`src/rtl/jtcontra_pkg.sv`:
```
// Shared definitions for the contra ROM slot: FSM states and SDRAM word-address width.
package jtcontra_pkg;

  localparam int SDRAM_AW = 22;

  typedef enum logic [1:0] {
    ST_IDLE = 2'd0,
    ST_REQ  = 2'd1,
    ST_WAIT = 2'd2
  } state_t;

endpackage

```
`src/rtl/jtcontra_rom_cache.sv`:
```
// Two-entry word cache for a ROM slot: tag/data store, hit lookup, fill port,
// flush and round-robin replacement pointer.
module jtcontra_rom_cache #(
  parameter int AW = 18
) (
  input  logic          rst,
  input  logic          clk,
  input  logic          flush,
  input  logic          lookup_cs,
  input  logic [AW-1:0] lookup_addr,
  output logic          hit,
  output logic [15:0]   hit_data,
  input  logic          fill_en,
  input  logic [AW-1:0] fill_tag,
  input  logic [15:0]   fill_data
);

  logic [1:0]    valid;
  logic [AW-1:0] tag  [2];
  logic [15:0]   data [2];
  logic          ptr;

  always_comb begin
    hit      = 1'b0;
    hit_data = '0;
    for (int unsigned i = 0; i < 2; i++) begin
      if (lookup_cs && valid[i] && tag[i] == lookup_addr) begin
        hit      = 1'b1;
        hit_data = data[i];
      end
    end
  end

  // A fill coinciding with flush keeps its own entry: the later per-bit
  // assignment overrides the whole-vector clear.
  always_ff @(posedge clk or posedge rst) begin
    if (rst) begin
      valid <= '0;
      ptr   <= 1'b0;
      for (int unsigned i = 0; i < 2; i++) begin
        tag[i]  <= '0;
        data[i] <= '0;
      end
    end else begin
      if (flush) valid <= '0;
      if (fill_en) begin
        valid[ptr] <= 1'b1;
        tag[ptr]   <= fill_tag;
        data[ptr]  <= fill_data;
        ptr        <= ~ptr;
      end
    end
  end

endmodule

```
`src/rtl/jtcontra_rom_slot.sv`:
```
// SDRAM-side responder for a 007121 graphics ROM port: 2-entry word cache in
// front of single-word SDRAM reads, with registered rom_ok/rom_data return.
module jtcontra_rom_slot
  import jtcontra_pkg::*;
#(
  parameter int                  AW     = 18,
  parameter logic [SDRAM_AW-1:0] OFFSET = 22'h0,
  parameter bit                  LATCH  = 1'b1
) (
  input  logic                rst,
  input  logic                clk,
  input  logic                downloading,
  input  logic                flush,
  input  logic                slot_cs,
  input  logic [AW-1:0]       slot_addr,
  output logic                slot_ok,
  output logic [15:0]         slot_dout,
  output logic                sdram_rd,
  output logic [SDRAM_AW-1:0] sdram_addr,
  input  logic                sdram_ack,
  input  logic                sdram_dst,
  input  logic [15:0]         sdram_data
);

  state_t              state, state_nx;
  logic [AW-1:0]       req_addr, req_addr_nx;
  logic                rd_nx;
  logic [SDRAM_AW-1:0] addr_nx;
  logic [SDRAM_AW-1:0] addr_ext;
  logic                ok_q, ok_nx;
  logic [15:0]         dout_q, dout_nx;
  logic                hit;
  logic [15:0]         hit_data;
  logic                take;
  logic                fill_en;
  logic                ret_now;

  jtcontra_rom_cache #(
    .AW (AW)
  ) u_cache (
    .rst         (rst),
    .clk         (clk),
    .flush       (flush),
    .lookup_cs   (slot_cs),
    .lookup_addr (slot_addr),
    .hit         (hit),
    .hit_data    (hit_data),
    .fill_en     (fill_en),
    .fill_tag    (req_addr),
    .fill_data   (sdram_data)
  );

  assign addr_ext = SDRAM_AW'(slot_addr);

  always_comb begin
    // ack and dst together while in REQ behave as ack followed by dst
    take     = sdram_dst && (state == ST_WAIT || (state == ST_REQ && sdram_ack));
    fill_en  = take && !downloading;
    ret_now  = take && slot_cs && !flush && !downloading && slot_addr == req_addr;

    state_nx    = state;
    rd_nx       = sdram_rd;
    addr_nx     = sdram_addr;
    req_addr_nx = req_addr;
    case (state)
      ST_IDLE: begin
        if (slot_cs && !hit && !downloading) begin
          req_addr_nx = slot_addr;
          addr_nx     = addr_ext + OFFSET;
          rd_nx       = 1'b1;
          state_nx    = ST_REQ;
        end
      end
      ST_REQ: begin
        if (sdram_ack) begin
          rd_nx    = 1'b0;
          state_nx = sdram_dst ? ST_IDLE : ST_WAIT;
        end
      end
      ST_WAIT: begin
        if (sdram_dst) state_nx = ST_IDLE;
      end
      default: state_nx = ST_IDLE;
    endcase

    ok_nx   = 1'b0;
    dout_nx = dout_q;
    if (flush || downloading || !slot_cs) begin
      ok_nx = 1'b0;
    end else if (hit) begin
      ok_nx   = 1'b1;
      dout_nx = hit_data;
    end else if (ret_now) begin
      ok_nx   = 1'b1;
      dout_nx = sdram_data;
    end
  end

  always_ff @(posedge clk or posedge rst) begin
    if (rst) begin
      state      <= ST_IDLE;
      sdram_rd   <= 1'b0;
      sdram_addr <= '0;
      req_addr   <= '0;
      ok_q       <= 1'b0;
      dout_q     <= '0;
    end else begin
      state      <= state_nx;
      sdram_rd   <= rd_nx;
      sdram_addr <= addr_nx;
      req_addr   <= req_addr_nx;
      ok_q       <= ok_nx;
      dout_q     <= dout_nx;
    end
  end

  generate
    if (LATCH) begin : g_latched
      assign slot_ok   = ok_q;
      assign slot_dout = dout_q;
    end else begin : g_bypass
      // Returned word is visible during the strobe cycle itself
      assign slot_ok   = ok_q | ret_now;
      assign slot_dout = ret_now ? sdram_data : dout_q;
    end
  endgenerate

endmodule

```
`config.mk`:
```
export PLATFORM = sky130hd
export DESIGN_NAME = jtcontra_rom_slot
export DESIGN_NICKNAME = d
export VERILOG_FILES = /design/src/rtl/jtcontra_pkg.sv /design/src/rtl/jtcontra_rom_cache.sv /design/src/rtl/jtcontra_rom_slot.sv
export SDC_FILE = /design/constraint.sdc
export NUM_CORES = 1
export LEC_CHECK = 0
export BUFFER_PORTS_ARGS = -buffer_cell sky130_fd_sc_hd__buf_2
export CORE_MARGIN = 2
export CORE_UTILIZATION = 50
export CTS_BUF_LIST = sky130_fd_sc_hd__clkbuf_2 sky130_fd_sc_hd__clkbuf_4 sky130_fd_sc_hd__clkbuf_8
export CTS_CLUSTER_DIAMETER = 100
export DETAILED_ROUTE_END_ITERATION = 10
export GPL_ROUTABILITY_DRIVEN = 0
export HOLD_SLACK_MARGIN = 0.03
export PLACE_DENSITY = 0.72
export SLEW_MARGIN = 30
export SYNTH_ARGS = -nofsm -noshare
export SYNTH_HDL_FRONTEND = slang
export SYNTH_SLANG_ARGS = --single-unit
```
`constraint.sdc`:
```
create_clock -name clk -period 3.3 [get_ports clk]
set_input_delay 0.165 -clock clk [delete_from_list [all_inputs] [get_ports clk]]
set_output_delay 0.165 -clock clk [all_outputs]
set_load 0.01 [all_outputs]
```
==> metrics.txt <==
status completed; VDD IR max about 530 uV; FP Rows 37; WL met2 5.77 mm; vias approximately 3.7k; Max FO, Critical Path 33; port buffer count 76; Slew Limit Headroom approximately 52%; core area a little over 10000 um^2; final hold violations 0; worst hold path class in2reg; I/O pin total between 80 and 90; CP arrival between 2 and 3 ns; fin crit period around 2.6 ns; dpl cell area between 5000 and 6000 um^2; path type of the worst setup path reg2reg; drt drc 0; Clock Path Buffers 2; diode count 0; routed len/inst 17.1 um; chip height about 110 um; Worst Clk Skew 0.0106 ns; Starting Density between 50% and 60%; share of layout cells above drive strength 1 a little over a third; largest net degree at the start of global routing 59; vias per inst 5.48; TritonCTS Sinks 109; top layer used by detailed routing met4; Setup crit end slot_dout[1]; Power Density between 600 and 700 nW/um^2; Final period util about four fifths; Inserted Clock Buffers 9; WL final 11.6 mm; Total GRT Usage between 20 and 25%; die area 11300 um^2; Metal-1 WL ~5.0 mm; final instance area around 6000 um^2; Antenna Violating Nets Remaining 0; CP required ~3.6 ns; first-pass GRT wire length approximately 19 mm; WL met3 just over 500 um; worst reg2reg endpoint slot_dout[1]; clk_lat worst skew 0.38 ns; Synth Instances ~440; Root Driver clkbuf_8; CTS tree built; Synth Cell Area 5210 um^2; hold_ws 0.0475 ns; chip width about 110 um; Iter 0 DRT Violations 210; Synth-to-Final Area Change 16.9%; CP endpoint kind register; MaxCap Viol Count 0; Worst setup SP type register; Setup Buffers After CTS 0; flops & latches, synth about 110; fin nets 576; vias in the first global route between 3k and 4k; r2r startpoint u_cache.tag[21]; syn avg cell area roughly 12 um^2; RSZ-0062 raised after global routing false; sequential share of the synthesized area 52.3%; Final Setup Violations 0; Clock transition at path regs 0.11 ns; R2R setup slack 0.72 ns; CTS H-Tree Depth 3; DP HPWL 7.72 mm; critical path launch point u_cache.tag[21]; Detailed Routing Iterations Pass 1 4; antenna violations before repair 0; Power Total 4.02 mW; Final TNS setup 0 ns; Synth cell types 28; Least-Margin Pin Slew 0.723 ns; fmax 388 MHz; Worst R2R Path Depth 7; Slew Limit Fails 0; Leakage around 2.7 nW; total grt overflow 0; Yosys warning count 0
synth_stat cells (all sizes together):
library cell / n / area, um^2
a21o: 1 / 7.51
a21oi: 18 / 90.1
a22oi: 1 / 7.51
and2: 1 / 6.26
and3b: 1 / 8.76
buf: 9 / 67.6
clkbuf: 20 / 75.1
conb: 1 / 3.75
dfrtp: 109 / 2730
inv: 21 / 78.8
mux2: 86 / 968
nand2: 19 / 71.3
nand2b: 1 / 6.26
nand3: 5 / 25.0
nand4: 10 / 62.6
nor2: 7 / 26.3
nor2b: 1 / 6.26
nor3: 20 / 100
nor4b: 1 / 8.76
o21ai: 34 / 170
o21bai: 2 / 15.0
o22a: 1 / 8.76
o32a: 16 / 160
or4: 4 / 30.0
xnor2: 46 / 403
xor2: 9 / 78.8
per-layer routing:
layer,up-vias,global-route usage [%]
met5,-,0
met4,0,7.61
met3,24,5.21
met2,116,36.2
met1,1831,27.4
li1,1732,-
how the worst min path moves through the flow:
stage / from / end / slack, ns / depth (start not counted)
3_3_place_gp: sdram_dst / state[1] / 0.33 / 2
4_1_cts: sdram_data[8] / u_cache.data[24] / 0.03 / 3
2_1_floorplan: sdram_dst / state[1] / 0.23 / 1
5_1_grt: sdram_data[8] / u_cache.data[24] / 0.04 / 3
6_report: sdram_data[8] / u_cache.data[24] / 0.05 / 3
3_5_place_dp: rst / u_cache.data[26] / 0.34 / 2
critical path: stages (launching register included):
cell	delay, ns
dfrtp_1	0.41
xor2_1	0.16
or4_1	0.53
or4_1	0.53
buf_4	0.25
o21ai_0	0.23
a21oi_1	0.09
mux2_2	0.27
placed cells by master, fill, tap and decap left out, types with 2 or more instances in the layout:
master,instances
nor2_1,7
nand3_1,5
mux2_2,86
o32a_1,16
o21ai_0,34
clkinv_2,2
a21oi_1,17
clkinvlp_4,2
clkbuf_8,10
buf_2,76
buf_4,12
conb_1,4
inv_1,20
o21bai_1,2
dfrtp_1,109
xnor2_1,46
nor3_1,19
xor2_1,9
or4_1,4
nand4_1,10
dlygate4sd3_1,18
nand2_1,19
stage by stage:
stage | cells | worst slack [ns] | util (%)
after floorplan | 447 | 0.261 | -
after global placement | 642 | 0.833 | 56.0
after detailed placement | 642 | 0.755 | 56.0
after CTS | 676 | 0.737 | 59.6
after global routing | 676 | 0.587 | 59.6
final | 676 | 0.723 | 59.6
power by group:
group          internal [mW]  total [mW]  switching [mW]
clock                  0.301       0.776           0.475
sequential              1.79        2.10           0.308
combinational          0.605        1.14           0.538
state kept, by name, indices dropped and copies added (netlist names):
name           count
u_cache.tag       36
u_cache.data      32
req_addr          18
slot_dout         16
state              2
u_cache.valid      2
sdram_rd           1
slot_ok            1
u_cache.ptr        1
cell type report:
| class | instances | area (um^2) |
|---|---|---|
| clock buffers | 10 | 138 |
| clock inverters | 6 | 45.0 |
| fillers | 866 | 4130 |
| inverters | 21 | 81.3 |
| multi-input cells | 288 | 2280 |
| flip-flops and latches | 109 | 2730 |
| well taps | 136 | 170 |
| repair buffers | 106 | 651 |
repair_timing:
item | in CTS | in global routing
hold buffers | 18 | 0
resized for setup | 0 | 0
hold endpoints to repair | 75 | 0
kinds of logic (layout without fill, tap and decap cells):
group	after synthesis	count (layout)	synth area share, %
multiplexers	86	86	18.6
AND/OR/NAND/NOR	70	70	6.74
flip-flops	109	109	52.3
buffers and inverters	50	143	4.25
XOR/XNOR	55	55	9.24
AO/OA/AOI/OAI	73	73	8.81
other	1	4	0.0719
(Power assumes the default switching activity.)
